$ cat config.mk
export PLATFORM = sky130hd
export DESIGN_NAME = pea_token_fetch_flat
export DESIGN_NICKNAME = d
export VERILOG_FILES = /design/src/rtl/pea_token_fetch_pkg.sv /design/src/rtl/pea_token_fetch_if.sv /design/src/rtl/pea_token_fetch_degree_table.sv /design/src/rtl/pea_token_fetch.sv /design/src/flat_wrapper.sv
export SDC_FILE = /design/constraint.sdc
export NUM_CORES = 1
export LEC_CHECK = 0
export ABC_AREA = 1
export CAP_MARGIN = 15
export CORE_MARGIN = 10
export CORE_UTILIZATION = 33
export CTS_CLUSTER_DIAMETER = 80
export DETAILED_ROUTE_END_ITERATION = 12
export GPL_ROUTABILITY_DRIVEN = 0
export GPL_TIMING_DRIVEN = 0
export PLACE_DENSITY_LB_ADDON = 0.1
export SETUP_SLACK_MARGIN = 0.2
export SKIP_CTS_REPAIR_TIMING = 1
export SLEW_MARGIN = 5
export SYNTH_ARGS = -nofsm -noshare
export SYNTH_HDL_FRONTEND = slang
export SYNTH_SLANG_ARGS = --single-unit
$ cat constraint.sdc
create_clock -name clk -period 3.3 [get_ports clk]
set_input_delay 0.825 -clock clk [delete_from_list [all_inputs] [get_ports clk]]
set_output_delay 0.825 -clock clk [all_outputs]
set_load 0.05 [all_outputs]
$ cat src/rtl/pea_token_fetch_pkg.sv
// Shared definitions for the PEA firing engine: mode encodings, opcodes,
// command token field positions and a ceiling-log2 helper.
package pea_defs;

    typedef enum logic [2:0] {
        MODE_GET_COMMAND = 3'b000,
        MODE_STP         = 3'b001,
        MODE_EVP         = 3'b010,
        MODE_EVB         = 3'b011,
        MODE_RST         = 3'b100,
        MODE_OUTPUT      = 3'b101
    } mode_t;

    localparam logic [7:0] OP_STP = 8'h01;
    localparam logic [7:0] OP_EVP = 8'h02;
    localparam logic [7:0] OP_EVB = 8'h03;
    localparam logic [7:0] OP_RST = 8'h04;

    localparam int OPC_MSB  = 15;
    localparam int OPC_LSB  = 8;
    localparam int ARG1_MSB = 7;
    localparam int ARG1_LSB = 5;
    localparam int ARG2_MSB = 4;
    localparam int ARG2_LSB = 0;

    function automatic int log2(input int value);
        int r;
        r = 0;
        while ((1 << r) < value) r++;
        return r;
    endfunction

endpackage

$ cat src/rtl/pea_token_fetch_if.sv
// FIFO pop ports, coefficient/evaluator strobes and status of the firing engine.
interface pea_token_fetch_if
    import pea_defs::*;
#(
    parameter int word_size   = 16,
    parameter int num_vectors = 8,
    parameter int max_coef    = 16
);
    localparam int aw = log2(num_vectors) + log2(max_coef);

    logic                 invoke;
    logic                 cmd_rd_en;
    logic [word_size-1:0] cmd_data;
    logic                 data_rd_en;
    logic [word_size-1:0] data_in;
    logic [2:0]           mode;
    logic [4:0]           b;
    logic [3:0]           N;
    logic                 coef_wr_en;
    logic [aw-1:0]        coef_wr_addr;
    logic [word_size-1:0] coef_wr_data;
    logic                 x_valid;
    logic [word_size-1:0] x_data;
    logic [4:0]           x_index;
    logic                 clear_all;
    logic                 err_cmd;
    logic                 done;

    modport master (
        input  invoke, cmd_data, data_in,
        output cmd_rd_en, data_rd_en, mode, b, N, coef_wr_en, coef_wr_addr,
               coef_wr_data, x_valid, x_data, x_index, clear_all, err_cmd, done
    );

    modport slave (
        output invoke, cmd_data, data_in,
        input  cmd_rd_en, data_rd_en, mode, b, N, coef_wr_en, coef_wr_addr,
               coef_wr_data, x_valid, x_data, x_index, clear_all, err_cmd, done
    );

endinterface

$ cat src/rtl/pea_token_fetch_degree_table.sv
// Per-vector polynomial degree registers with synchronous clear and one write port.
module pea_degree_table
    import pea_defs::*;
#(
    parameter int num_vectors = 8
) (
    input  logic                         clk,
    input  logic                         rst,
    input  logic                         clear,
    input  logic                         wr_en,
    input  logic [log2(num_vectors)-1:0] wr_addr,
    input  logic [3:0]                   wr_data,
    input  logic [log2(num_vectors)-1:0] rd_addr,
    output logic [3:0]                   rd_data
);

    logic [3:0] deg [num_vectors];

    always_ff @(posedge clk) begin
        if (!rst || clear) begin
            for (int i = 0; i < num_vectors; i++) deg[i] <= '0;
        end else if (wr_en) begin
            deg[wr_addr] <= wr_data;
        end
    end

    assign rd_data = deg[rd_addr];

endmodule

$ cat src/rtl/pea_token_fetch.sv
// PEA firing engine: pops one command, decodes it, pops the data tokens the mode
// consumes and steers them to coefficient storage or the evaluator.
//
// state     | meaning
// S_IDLE    | waiting for invoke
// S_CMD_POP | command FIFO pop
// S_CMD_LATCH | command head valid, decode
// S_FETCH   | back-to-back data pops, writes trail by one cycle
// S_FINISH  | done pulse, degree table update for STP
module pea_token_fetch
    import pea_defs::*;
#(
    parameter int word_size   = 16,
    parameter int buffer_size = 1024,
    parameter int num_vectors = 8,
    parameter int max_coef    = 16
) (
    input  logic               clk,
    input  logic               rst,
    pea_token_fetch_if.master  bus
);

    localparam int cnt_w = log2(buffer_size);
    localparam int vw    = log2(num_vectors);
    localparam int cw    = log2(max_coef);

    typedef enum logic [2:0] {S_IDLE, S_CMD_POP, S_CMD_LATCH, S_FETCH, S_FINISH} state_t;

    state_t               state;
    mode_t                mode_q, op_q, dec_mode;
    logic                 dec_valid;
    logic [cnt_w-1:0]     dec_count, pops_left;
    logic [word_size-1:0] cmd;
    logic [7:0]           opc;
    logic [2:0]           arg1;
    logic [4:0]           arg2;
    logic [vw-1:0]        vec_q, rd_vec;
    logic [4:0]           pop_idx, x_index_q, b_q;
    logic [3:0]           n_q, deg_rd;
    logic [vw+cw-1:0]     wr_addr_q;
    logic                 cmd_rd_en_q, data_rd_en_q, coef_wr_en_q, x_valid_q;
    logic                 clear_all_q, err_cmd_q, done_q, deg_wr_en;

    assign cmd    = bus.cmd_data;
    assign opc    = cmd[OPC_MSB:OPC_LSB];
    assign arg1   = cmd[ARG1_MSB:ARG1_LSB];
    assign arg2   = cmd[ARG2_MSB:ARG2_LSB];
    assign rd_vec = vw'(arg1);

    always_comb begin
        dec_valid = 1'b1;
        dec_mode  = MODE_GET_COMMAND;
        dec_count = '0;
        case (opc)
            OP_STP: begin dec_mode = MODE_STP; dec_count = cnt_w'(arg2[3:0]) + cnt_w'(1); end
            OP_EVP: begin dec_mode = MODE_EVP; dec_count = cnt_w'(1); end
            OP_EVB: begin dec_mode = MODE_EVB; dec_count = cnt_w'(arg2); end
            OP_RST: dec_mode = MODE_RST;
            default: dec_valid = 1'b0;
        endcase
    end

    always_ff @(posedge clk) begin
        if (!rst) begin
            state        <= S_IDLE;
            mode_q       <= MODE_GET_COMMAND;
            op_q         <= MODE_GET_COMMAND;
            vec_q        <= '0;
            pops_left    <= '0;
            pop_idx      <= '0;
            x_index_q    <= '0;
            b_q          <= '0;
            n_q          <= '0;
            wr_addr_q    <= '0;
            cmd_rd_en_q  <= 1'b0;
            data_rd_en_q <= 1'b0;
            coef_wr_en_q <= 1'b0;
            x_valid_q    <= 1'b0;
            clear_all_q  <= 1'b0;
            err_cmd_q    <= 1'b0;
            done_q       <= 1'b0;
        end else begin
            cmd_rd_en_q  <= 1'b0;
            coef_wr_en_q <= 1'b0;
            x_valid_q    <= 1'b0;
            clear_all_q  <= 1'b0;
            err_cmd_q    <= 1'b0;
            done_q       <= 1'b0;
            case (state)
                S_IDLE: begin
                    if (bus.invoke) begin
                        state       <= S_CMD_POP;
                        cmd_rd_en_q <= 1'b1;
                        mode_q      <= MODE_GET_COMMAND;
                    end
                end
                S_CMD_POP: state <= S_CMD_LATCH;
                S_CMD_LATCH: begin
                    if (!dec_valid) begin
                        op_q      <= MODE_GET_COMMAND;
                        err_cmd_q <= 1'b1;
                        done_q    <= 1'b1;
                        state     <= S_FINISH;
                    end else begin
                        mode_q       <= dec_mode;
                        op_q         <= dec_mode;
                        vec_q        <= rd_vec;
                        b_q          <= arg2;
                        pops_left    <= dec_count;
                        data_rd_en_q <= (dec_count != '0);
                        pop_idx      <= '0;
                        clear_all_q  <= (dec_mode == MODE_RST);
                        case (dec_mode)
                            MODE_STP:           n_q <= arg2[3:0];
                            MODE_EVP, MODE_EVB: n_q <= deg_rd;
                            default:            n_q <= '0;
                        endcase
                        state <= S_FETCH;
                    end
                end
                S_FETCH: begin
                    if (data_rd_en_q) begin
                        pops_left    <= pops_left - cnt_w'(1);
                        data_rd_en_q <= (pops_left > cnt_w'(1));
                        pop_idx      <= pop_idx + 5'd1;
                        coef_wr_en_q <= (op_q == MODE_STP);
                        x_valid_q    <= (op_q == MODE_EVP) || (op_q == MODE_EVB);
                        wr_addr_q    <= {vec_q, pop_idx[cw-1:0]};
                        x_index_q    <= pop_idx;
                    end else begin
                        // No pop this cycle: the last write (if any) is landing now.
                        state  <= S_FINISH;
                        done_q <= 1'b1;
                        mode_q <= ((op_q == MODE_EVP) || (op_q == MODE_EVB)) ? MODE_OUTPUT
                                                                             : MODE_GET_COMMAND;
                    end
                end
                S_FINISH: state <= S_IDLE;
                default:  state <= S_IDLE;
            endcase
        end
    end

    assign deg_wr_en = (state == S_FINISH) && (op_q == MODE_STP);

    pea_degree_table #(.num_vectors(num_vectors)) u_degree_table (
        .clk     (clk),
        .rst     (rst),
        .clear   (clear_all_q),
        .wr_en   (deg_wr_en),
        .wr_addr (vec_q),
        .wr_data (n_q),
        .rd_addr (rd_vec),
        .rd_data (deg_rd)
    );

    assign bus.cmd_rd_en    = cmd_rd_en_q;
    assign bus.data_rd_en   = data_rd_en_q;
    assign bus.mode         = mode_q;
    assign bus.b            = b_q;
    assign bus.N            = n_q;
    assign bus.coef_wr_en   = coef_wr_en_q;
    assign bus.coef_wr_addr = wr_addr_q;
    assign bus.coef_wr_data = bus.data_in;
    assign bus.x_valid      = x_valid_q;
    assign bus.x_data       = bus.data_in;
    assign bus.x_index      = x_index_q;
    assign bus.clear_all    = clear_all_q;
    assign bus.err_cmd      = err_cmd_q;
    assign bus.done         = done_q;

endmodule

$ cat src/flat_wrapper.sv
// flat-port wrapper written by rule: the top's interface ports become plain ports
module pea_token_fetch_flat import pea_defs::*;
#(
    parameter int word_size   = 16,
    parameter int buffer_size = 1024,
    parameter int num_vectors = 8,
    parameter int max_coef    = 16
)
  (clk, rst, bus_invoke, bus_cmd_data, bus_data_in, bus_cmd_rd_en, bus_data_rd_en, bus_mode, bus_b, bus_N, bus_coef_wr_en, bus_coef_wr_addr, bus_coef_wr_data, bus_x_valid, bus_x_data, bus_x_index, bus_clear_all, bus_err_cmd, bus_done);
  pea_token_fetch_if #(.word_size(word_size), .num_vectors(num_vectors), .max_coef(max_coef)) bus_i ();
  input  logic clk;
  input  logic rst;
  input wire logic [$bits(bus_i.invoke)-1:0] bus_invoke;
  input wire logic [$bits(bus_i.cmd_data)-1:0] bus_cmd_data;
  input wire logic [$bits(bus_i.data_in)-1:0] bus_data_in;
  output wire logic [$bits(bus_i.cmd_rd_en)-1:0] bus_cmd_rd_en;
  output wire logic [$bits(bus_i.data_rd_en)-1:0] bus_data_rd_en;
  output wire logic [$bits(bus_i.mode)-1:0] bus_mode;
  output wire logic [$bits(bus_i.b)-1:0] bus_b;
  output wire logic [$bits(bus_i.N)-1:0] bus_N;
  output wire logic [$bits(bus_i.coef_wr_en)-1:0] bus_coef_wr_en;
  output wire logic [$bits(bus_i.coef_wr_addr)-1:0] bus_coef_wr_addr;
  output wire logic [$bits(bus_i.coef_wr_data)-1:0] bus_coef_wr_data;
  output wire logic [$bits(bus_i.x_valid)-1:0] bus_x_valid;
  output wire logic [$bits(bus_i.x_data)-1:0] bus_x_data;
  output wire logic [$bits(bus_i.x_index)-1:0] bus_x_index;
  output wire logic [$bits(bus_i.clear_all)-1:0] bus_clear_all;
  output wire logic [$bits(bus_i.err_cmd)-1:0] bus_err_cmd;
  output wire logic [$bits(bus_i.done)-1:0] bus_done;
  assign bus_i.invoke = bus_invoke;
  assign bus_i.cmd_data = bus_cmd_data;
  assign bus_i.data_in = bus_data_in;
  assign bus_cmd_rd_en = bus_i.cmd_rd_en;
  assign bus_data_rd_en = bus_i.data_rd_en;
  assign bus_mode = bus_i.mode;
  assign bus_b = bus_i.b;
  assign bus_N = bus_i.N;
  assign bus_coef_wr_en = bus_i.coef_wr_en;
  assign bus_coef_wr_addr = bus_i.coef_wr_addr;
  assign bus_coef_wr_data = bus_i.coef_wr_data;
  assign bus_x_valid = bus_i.x_valid;
  assign bus_x_data = bus_i.x_data;
  assign bus_x_index = bus_i.x_index;
  assign bus_clear_all = bus_i.clear_all;
  assign bus_err_cmd = bus_i.err_cmd;
  assign bus_done = bus_i.done;
  pea_token_fetch #(.word_size(word_size), .buffer_size(buffer_size), .num_vectors(num_vectors), .max_coef(max_coef)) u_core (.clk(clk), .rst(rst), .bus(bus_i));
endmodule
* Word-level counts from Yosys, hierarchy flattened
Memories as Yosys holds them, arrays and structs flattened. Cells that the tools add are included. W data, S select, Z words.
Storage, ports and cells: flip-flop bits (word level) 55, bits in writable memories 32, logic and storage cells 97, memories kept 1
Cells by class: add/sub/neg operators 3, muxes and demuxes 35, reductions and logical operators 21, order comparisons 1, eq/ne operators 19
Memories:
- u_core.u_degree_table.deg | depth 8, width 4, rd ports 1, clocked after memory_dff 0, wr ports 8, RTL line pea_token_fetch_degree_table.sv:17 | logic [3:0] deg [num_vectors];
Operators by type and width (number):
- $pmux W10 S3 | 1
- $mux W3 | 9
- $pmux W3 S4 | 2
- $mux W10 | 2
- $pmux W10 S2 | 1
- $eq A3 B2 Y1 const B | 6
- $eq A8 B2 Y1 const B | 2
- $mux W1 | 12
- $reduce_and A2 Y1 | 6
- $gt A10 B1 Y1 const B | 1
- $mux W5 | 2
- $pmux W5 S2 | 1
- $reduce_bool A10 Y1 | 1
- $sub A10 B1 Y10 const B | 1
- $eq A3 B1 Y1 const B | 3
- $pmux W3 S3 | 1
- $reduce_and A3 Y1 | 3
- $eq A8 B1 Y1 const B | 1
- $eq A8 B3 Y1 const B | 1
- $pmux W4 S2 | 1
- $reduce_or A4 Y1 | 2
- $eq A3 B3 Y1 const B | 2
- $add A4 B1 Y5 const B | 1
- $add A5 B1 Y5 const B | 1
- other kinds (12) | 16

* Depth between registers and ports, before layout
Gate-level depths: netlist of the first run.
word-level depth 7, gate-level depth with buffers 11, gate-level depth less buffers 10

* Modules after synthesis
A second synthesis of the first run with hierarchy kept.
Unflattened totals: cells, all modules 611, area total of the unflattened synthesis 4583.1 µm²
By module, submodules not included:
- pea_token_fetch | seq. area each 1021.0 µm², area each 2897.8 µm², instances 1, cells each 407
- pea_degree_table | seq. area each 960.9 µm², area each 1685.4 µm², instances 1, cells each 204

* Least setup slack after synthesis of the first run
No wires, ideal clock.
kind input-to-reg, from input rst, to memory u_core.u_degree_table.deg[0][0] (enable), setup slack 1323 ps, arrival time 1669 ps, path buffers 0, stages 6, cell sequence inv_1 -> nor2_2 -> nand3b_1 -> nor2_1 -> nand2_1 -> nand2_1
RTL lines:
- start: declaration | RTL line flat_wrapper.sv:12 | input logic rst;
- end: declaration | RTL line pea_token_fetch_degree_table.sv:17

==> summary.md, run 1 <==
| Metric | Value |
|---|---|
| ANT nets after route | 0 |
| Synth top area cells | dfxtp_1, edfxtp_1, nand2_1 |
| Via/cell ratio | 4.55 |
| Buffers plus inverters on the worst setup path | 2 |
| Status | finished clean |
| Flop-to-flop setup slack | 1.46 ns |
| Gr usage total | 13.2% |
| CP delay by family, top | simple AND/OR/NAND/NOR gates |
| Nets | 697 |
| Tmin final | 2.60 ns |
| First-pass GRT wire length | 19,300 µm |
| Overflow left after global routing | 0 |
| Crit end category | flop |
| Area Growth Syn to Fin | 29.7% |
| Final Cycle Share | 78.8% |
| Maxcap violations | 0 |
| Final Hold Viols | 0 |
| Core ar. | 13,100 µm² |
| CTS tree | done |
| CP required | 3.34 ns |
| DP Worst Slack | 0.319 ns |
| Worst endpoint data arrival time | 2.64 ns |
| Num ports | 98 |
| Via count of the first global-routing pass | 3,765 |
| Clk_lat worst skew | 0.35 ns |
| Syn Nets | 608 |
| Slew @ Worst Pin | 0.590 ns |
| IO buf count | 78 |
| Clk root buf | clkbuf_16 |
| Post-synth top flop | dfxtp_1 |
| Worst-path cell chain | clkdlybuf4s50_1 -> inv_1 -> nor2_2 -> nand3b_1 -> nor2_1 -> nand2_1 -> nand2_1 |
| Fmax achieved | 0.384 GHz |
| Num rows | 42 |
| Max clock buf depth | 2 |
| Final Max Tran Viols | 0 |
| Startpoint Class | primary input |
| Clk slew on worst S/H paths | 0.06 ns |
| Die height | 135 µm |
| DIE AREA | 18,300 µm² |
| Post-synthesis cell count | 569 |
| Wire per inst | 14.6 µm |
| Hold crit path type | reg -> reg |
| Worst path slowest cell | clkdlybuf4s50_1 |
| Initial Util | 33.4% |
| Max VDD drop | 0.237 mV |
| Commonest non-fill, non-tap cell in the layout | nand2_1 |
| Setup TNS | 0 ns |
| Max Fanout on Critical Path | 9 |
| Drt drc | 0 |
| Most frequent cell on the critical path | nand2_1 |
| Asr flop ratio synth | 0% |
| Leakage power | 0.00231 µW |
| PwrDens | 441 nW/µm² |
| Leading cell types in the layout, fill and taps excluded | nand2_1, nor2_1, clkdlybuf4s50_1 |
| Unrepaired setup endpoints after global routing | no |
| Cell Area, Synth | 4390 µm² |
| Post-synth EDFFs | 32 |
| CTS HTree Levels | 3 |
| DR vias | 3,816 |
| Detailed placer's ending HPWL | 9480 µm |
| Total power | 2510 µW |
| First-pass DRT Iterations | 4 |
| Final Setup Violations | 0 |
| Clock sinks | 83 |
| Antenna diodes | 0 |
| Clock Skew | 0.0100 ns |
| Yosys warns | 0 |
| 1st-iter DRT viols | 199 |
| Setup slack after layout | 0.698 ns |
| CP peak stage delay | 0.52 ns |
| Pin count of the biggest net entering global routing | 16 |
| FF+latch count, synth | 83 |
| Final Routed Wirelength | 12,300 µm |
| Fraction of final layout cells sized beyond drive strength 1 | 12.8% |
| Synth cell types | 30 |
| Sequential fraction of the synthesis area | 45.2% |
| Mean post-synth cell area | 7.71 µm² |
| Critical path class | in -> reg |
| Die W | 135 µm |
| Initial antenna violation count | 0 |
| Cell taking the most area after synthesis | dfxtp_1 |
| Top-area cell type share of the netlist area | 23.3% |
| TritonCTS Buffers | 9 |
| Worst rel slew slack | 60.7% |
-- Yosys cell counts (5+ instances only) --
cell and instances:
a21oi_1 42, buf_2 6, buf_4 37, clkbuf_1 7, dfxtp_1 51, edfxtp_1 32, inv_1 38, inv_2 6
nand2_1 136, nand3_1 35, nand4_1 5, nor2_1 95, o21ai_0 32, xnor2_1 5, xor2_1 6
-- sequential cells by signal, indices dropped and copies added (netlist names), 3 cells and up --
| name | cells |
|---|---|
| u_core.bus.N | 4 |
| u_core.op_q | 3 |
| u_core.state | 3 |
| u_core.bus.coef_wr_addr | 7 |
| u_core.u_degree_table.deg | 32 |
| u_core.pop_idx | 5 |
| u_core.pops_left | 10 |
| u_core.bus.mode | 3 |
| u_core.bus.b | 5 |
| u_core.vec_q | 3 |
-- worst min-delay path: cells and delay by family, from the launching register on --
family	cells	cell delay, ns
and+or+nand+nor	1	0.06
DFF	1	0.31
AOI/OAI and AO/OA	1	0.05
-- metrics by stage --
step | hold WS [ns] | std cells | area, µm² | util [%]
global route | 0.482 | 839 | 5690 | 43.3
detailed placement | 0.456 | 823 | 5390 | 41.0
CTS | 0.466 | 839 | 5690 | 43.3
global placement | 0.457 | 823 | 5390 | 41.0
floorplan | 0.420 | 569 | 4390 | -
finish | 0.462 | 839 | 5690 | 43.3
-- layer usage --
metal,vias up,part of all wire [%],GRT usage [%]
li1,1976,-,-
met1,1733,47,16.7
met2,98,45,21.0
met3,9,6.9,3.71
met4,0,0.95,4.72
met5,-,0,0
-- power by group --
group | internal (µW) | total, µW | switching (µW) | leakage, µW
Sequential | 1080 | 1090 | 12.0 | 0.000742
Clock | 594 | 1040 | 442 | 0.000147
Combinational | 137 | 375 | 238 | 0.00142
Total | 1810 | 2510 | 692 | 0.00231
-- path summary, 6_finish.rpt --
path                                           start                              end  depth (start not counted)
worst min register to register       u_core.bus.b[1]                  u_core.bus.b[1]                          2
worst max register to register  u_core.bus.clear_all  u_core.u_degree_table.deg[1][3]                          5
worst max-delay path                             rst  u_core.u_degree_table.deg[1][3]                          7
worst min-delay path                 u_core.bus.b[1]                  u_core.bus.b[1]                          2
-- kinds of logic (layout without fill, tap and decap cells) --
kind of cell	Yosys count	in the layout	share of synthesized area [%]
simple gates	295	295	30.2
fa+ha+maj	4	4	1.14
xor+xnor	11	11	2.20
buf+inv	97	191	12.2
flops	83	83	45.2
compound gates	79	79	9.16
-- final cells by class --
cell class / instances / area [µm²]
clock inverter: 7 / 75.1
buffer: 53 / 368
sequential: 83 / 1980
fill: 1388 / 7450
multi-input combinational: 389 / 1870
clock buffer: 9 / 225
tap: 176 / 220
timing repair buffer: 78 / 781
inverter: 44 / 165
Power figures use the tool's default switching activity.
==> inputs of run 2 (changes only) <==
- clock period: 3.3 -> 2.4 ns (I/O delays scaled with it)
==> run 2 against run 1 <==
Effect of this change:
- sequential share of layout area fell by 0.23 points
- core utilization is 0.29 points higher
- routed wire length is essentially flat
- critical path depth shrank 6
- first-iteration DRC count decreased by 1.0%
- register-to-register slack got worse by 0.68 ns
- total power grew 38%
- global-route usage is the same
- worst setup slack got worse by 0.48 ns
- highest routed layer unchanged
==> summary.md, run 2 (same netlist as run 1, synthesis figures left out) <==
| Metric | Value |
|---|---|
| Status | finished clean |
| NetSw | 953 µW |
| CP required | 1.80 ns |
| Filler instances | 1,385 |
| Sw Ratio | 27.6% |
| Clk slew on worst S/H paths | 0.06 ns |
| Worst-path cell chain | clkdlybuf4s50_1 |
| 1st-iter DRT viols | 197 |
| Clock group share of total power | 41.3% |
| Final Hold Viols | 0 |
| Antenna diodes | 0 |
| TritonCTS Buffers | 9 |
| Hold crit path type | reg -> reg |
| Wire per inst | 14.6 µm |
| Commonest non-fill, non-tap cell in the layout | nand2_1 |
| Worst path slowest cell | clkdlybuf4s50_1 |
| CTS tree | done |
| IO buf count | 78 |
| Max clock buf depth | 2 |
| Worst endpoint data arrival time | 1.59 ns |
| Fraction of final layout cells sized beyond drive strength 1 | 13.4% |
| Met3 GRT Util | 3.71% |
| Clock sinks | 83 |
| Flop-to-flop setup slack | 0.78 ns |
| Initial Util | 33.4% |
| PwrDens | 602 nW/µm² |
| Detailed placer's ending HPWL | 9480 µm |
| Max Fanout on Critical Path | 2 |
| Num rows | 42 |
| Final Max Tran Viols | 0 |
| Final std cells w/o fill | 840 |
| Buffers plus inverters on the worst setup path | 1 |
| Biggest register | u_core.u_degree_table.deg |
| Clock Skew | 0.0102 ns |
| CP delay by family, top | buffers and inverters |
| Max FFs per register | 32 |
| Pin count of the biggest net entering global routing | 16 |
| Critical path class | reg -> out |
| Die height | 135 µm |
| Tmin final | 2.19 ns |
| Final core utilization | 43.6% |
| Clk_lat worst skew | 0.35 ns |
| Startpoint Class | flop |
| Clk root buf | clkbuf_16 |
| DP Worst Slack | -0.356 ns |
| Via count of the first global-routing pass | 3,765 |
| Logic pwr share | 15.0% |
| Drt drc | 0 |
| Core ar. | 13,100 µm² |
| Initial antenna violation count | 0 |
| Cell-internal power | 2490 µW |
| Leading cell types in the layout, fill and taps excluded | nand2_1, nor2_1, clkdlybuf4s50_1 |
| Worst setup path endpoint | bus_clear_all |
| Gr usage total | 13.2% |
| Final Routed Wirelength | 12,200 µm |
| Critical path origin | u_core.bus.clear_all |
| Final Setup Violations | 0 |
| Cell count after placement | 823 |
| Leakage power | 0.00244 µW |
| Die W | 135 µm |
| Slew @ Worst Pin | 0.588 ns |
| CTS HTree Levels | 3 |
| Max VDD drop | 0.326 mV |
| Setup slack after layout | 0.215 ns |
| Unrepaired setup endpoints after global routing | yes |
| Area Growth Syn to Fin | 30.5% |
| ANT nets after route | 0 |
| RR Endpoint | u_core.u_degree_table.deg[4][0] |
| Register share of total power | 43.7% |
| Nets | 698 |
| Reg2reg start | u_core.state[2] |
| Fmax achieved | 0.458 GHz |
| Crit end category | output pin |
| Overflow left after global routing | 0 |
| Worst path depth | 1 |
| Final Cycle Share | 91.0% |
| CP peak stage delay | 0.85 ns |
| R2R cell count | 6 |
| M1 GR Usage | 16.7% |
| Busiest layer in global routing | met2 |
| GRT met2 Usage | 21.0% |
| Setup TNS | 0 ns |
| First-pass DRT Iterations | 4 |
| Num ports | 98 |
| Maxcap violations | 0 |
| DIE AREA | 18,300 µm² |
| First-pass GRT wire length | 19,300 µm |
| Via/cell ratio | 4.54 |
| DR vias | 3,813 |
| Worst rel slew slack | 60.8% |
-- run 2: cell count changes in the layout (fill, tap and decap cells not counted) --
| cell | delta |
|---|---|
| nor2_4 | +1 |
| dlymetal6s2s_1 | +6 |
| nand3_1 | -1 |
| nor2_1 | -2 |
| nand3_2 | +1 |
| nor2_2 | +1 |
| clkdlybuf4s50_1 | -6 |
| buf_4 | +1 |
-- run 2: how the worst min path moves through the flow --
stage	start	endpoint	slack (ns)	depth (start not counted)
global placement	u_core.op_q[0]	u_core.op_q[0]	0.46	2
global route	u_core.bus.b[3]	u_core.bus.b[3]	0.48	2
floorplan	u_core.op_q[2]	u_core.bus.x_valid	0.42	1
detailed placement	u_core.bus.b[1]	u_core.bus.b[1]	0.46	2
CTS	u_core.bus.b[1]	u_core.bus.b[1]	0.47	2
finish	u_core.bus.b[1]	u_core.bus.b[1]	0.46	2
-- run 2: layout make-up --
type	count	area [µm²]	area share, %
repair buffers	79	803	14.0
clock inverters	7	75.1	1.31
flip-flops and latches	83	1980	34.6
plain buffers	53	368	6.43
clock buffers	9	225	3.93
well taps	176	220	3.85
multi-input cells	389	1890	32.9
inverters	44	165	2.89
-- run 2: power groups by stage --
| stage | logic (µW) | clock network [µW] | registers [µW] |
|---|---|---|---|
| 2_1_floorplan | 350 | 0 | 1550 |
| 3_3_place_gp | 514 | 0 | 1540 |
| 3_5_place_dp | 516 | 0 | 1540 |
| 4_1_cts | 518 | 1450 | 1510 |
| 5_1_grt | 557 | 1510 | 1510 |
| 6_report | 517 | 1430 | 1510 |
-- run 2: per-stage QoR --
stage | total power [µW] | instance area (µm²) | hold slack (ns)
3_3_place_gp | 2050 | 5390 | 0.457
5_1_grt | 3580 | 5720 | 0.482
4_1_cts | 3480 | 5690 | 0.466
6_report | 3450 | 5720 | 0.462
2_1_floorplan | 1900 | 4390 | 0.420
3_5_place_dp | 2050 | 5390 | 0.456
-- run 2: layer usage --
| layer | up-vias | wire length (µm) |
|---|---|---|
| met3 | 9 | 859 |
| met4 | 0 | 116 |
| met5 | - | 0 |
| li1 | 1975 | - |
| met1 | 1737 | 5730 |
| met2 | 92 | 5540 |
==> inputs of run 3 (changes only) <==
- ABC_CLOCK_PERIOD_IN_PS: not set -> 2400
==> results of run 3 <==
Same layout as run 2: the final DEF is identical, and so are final timing and power.
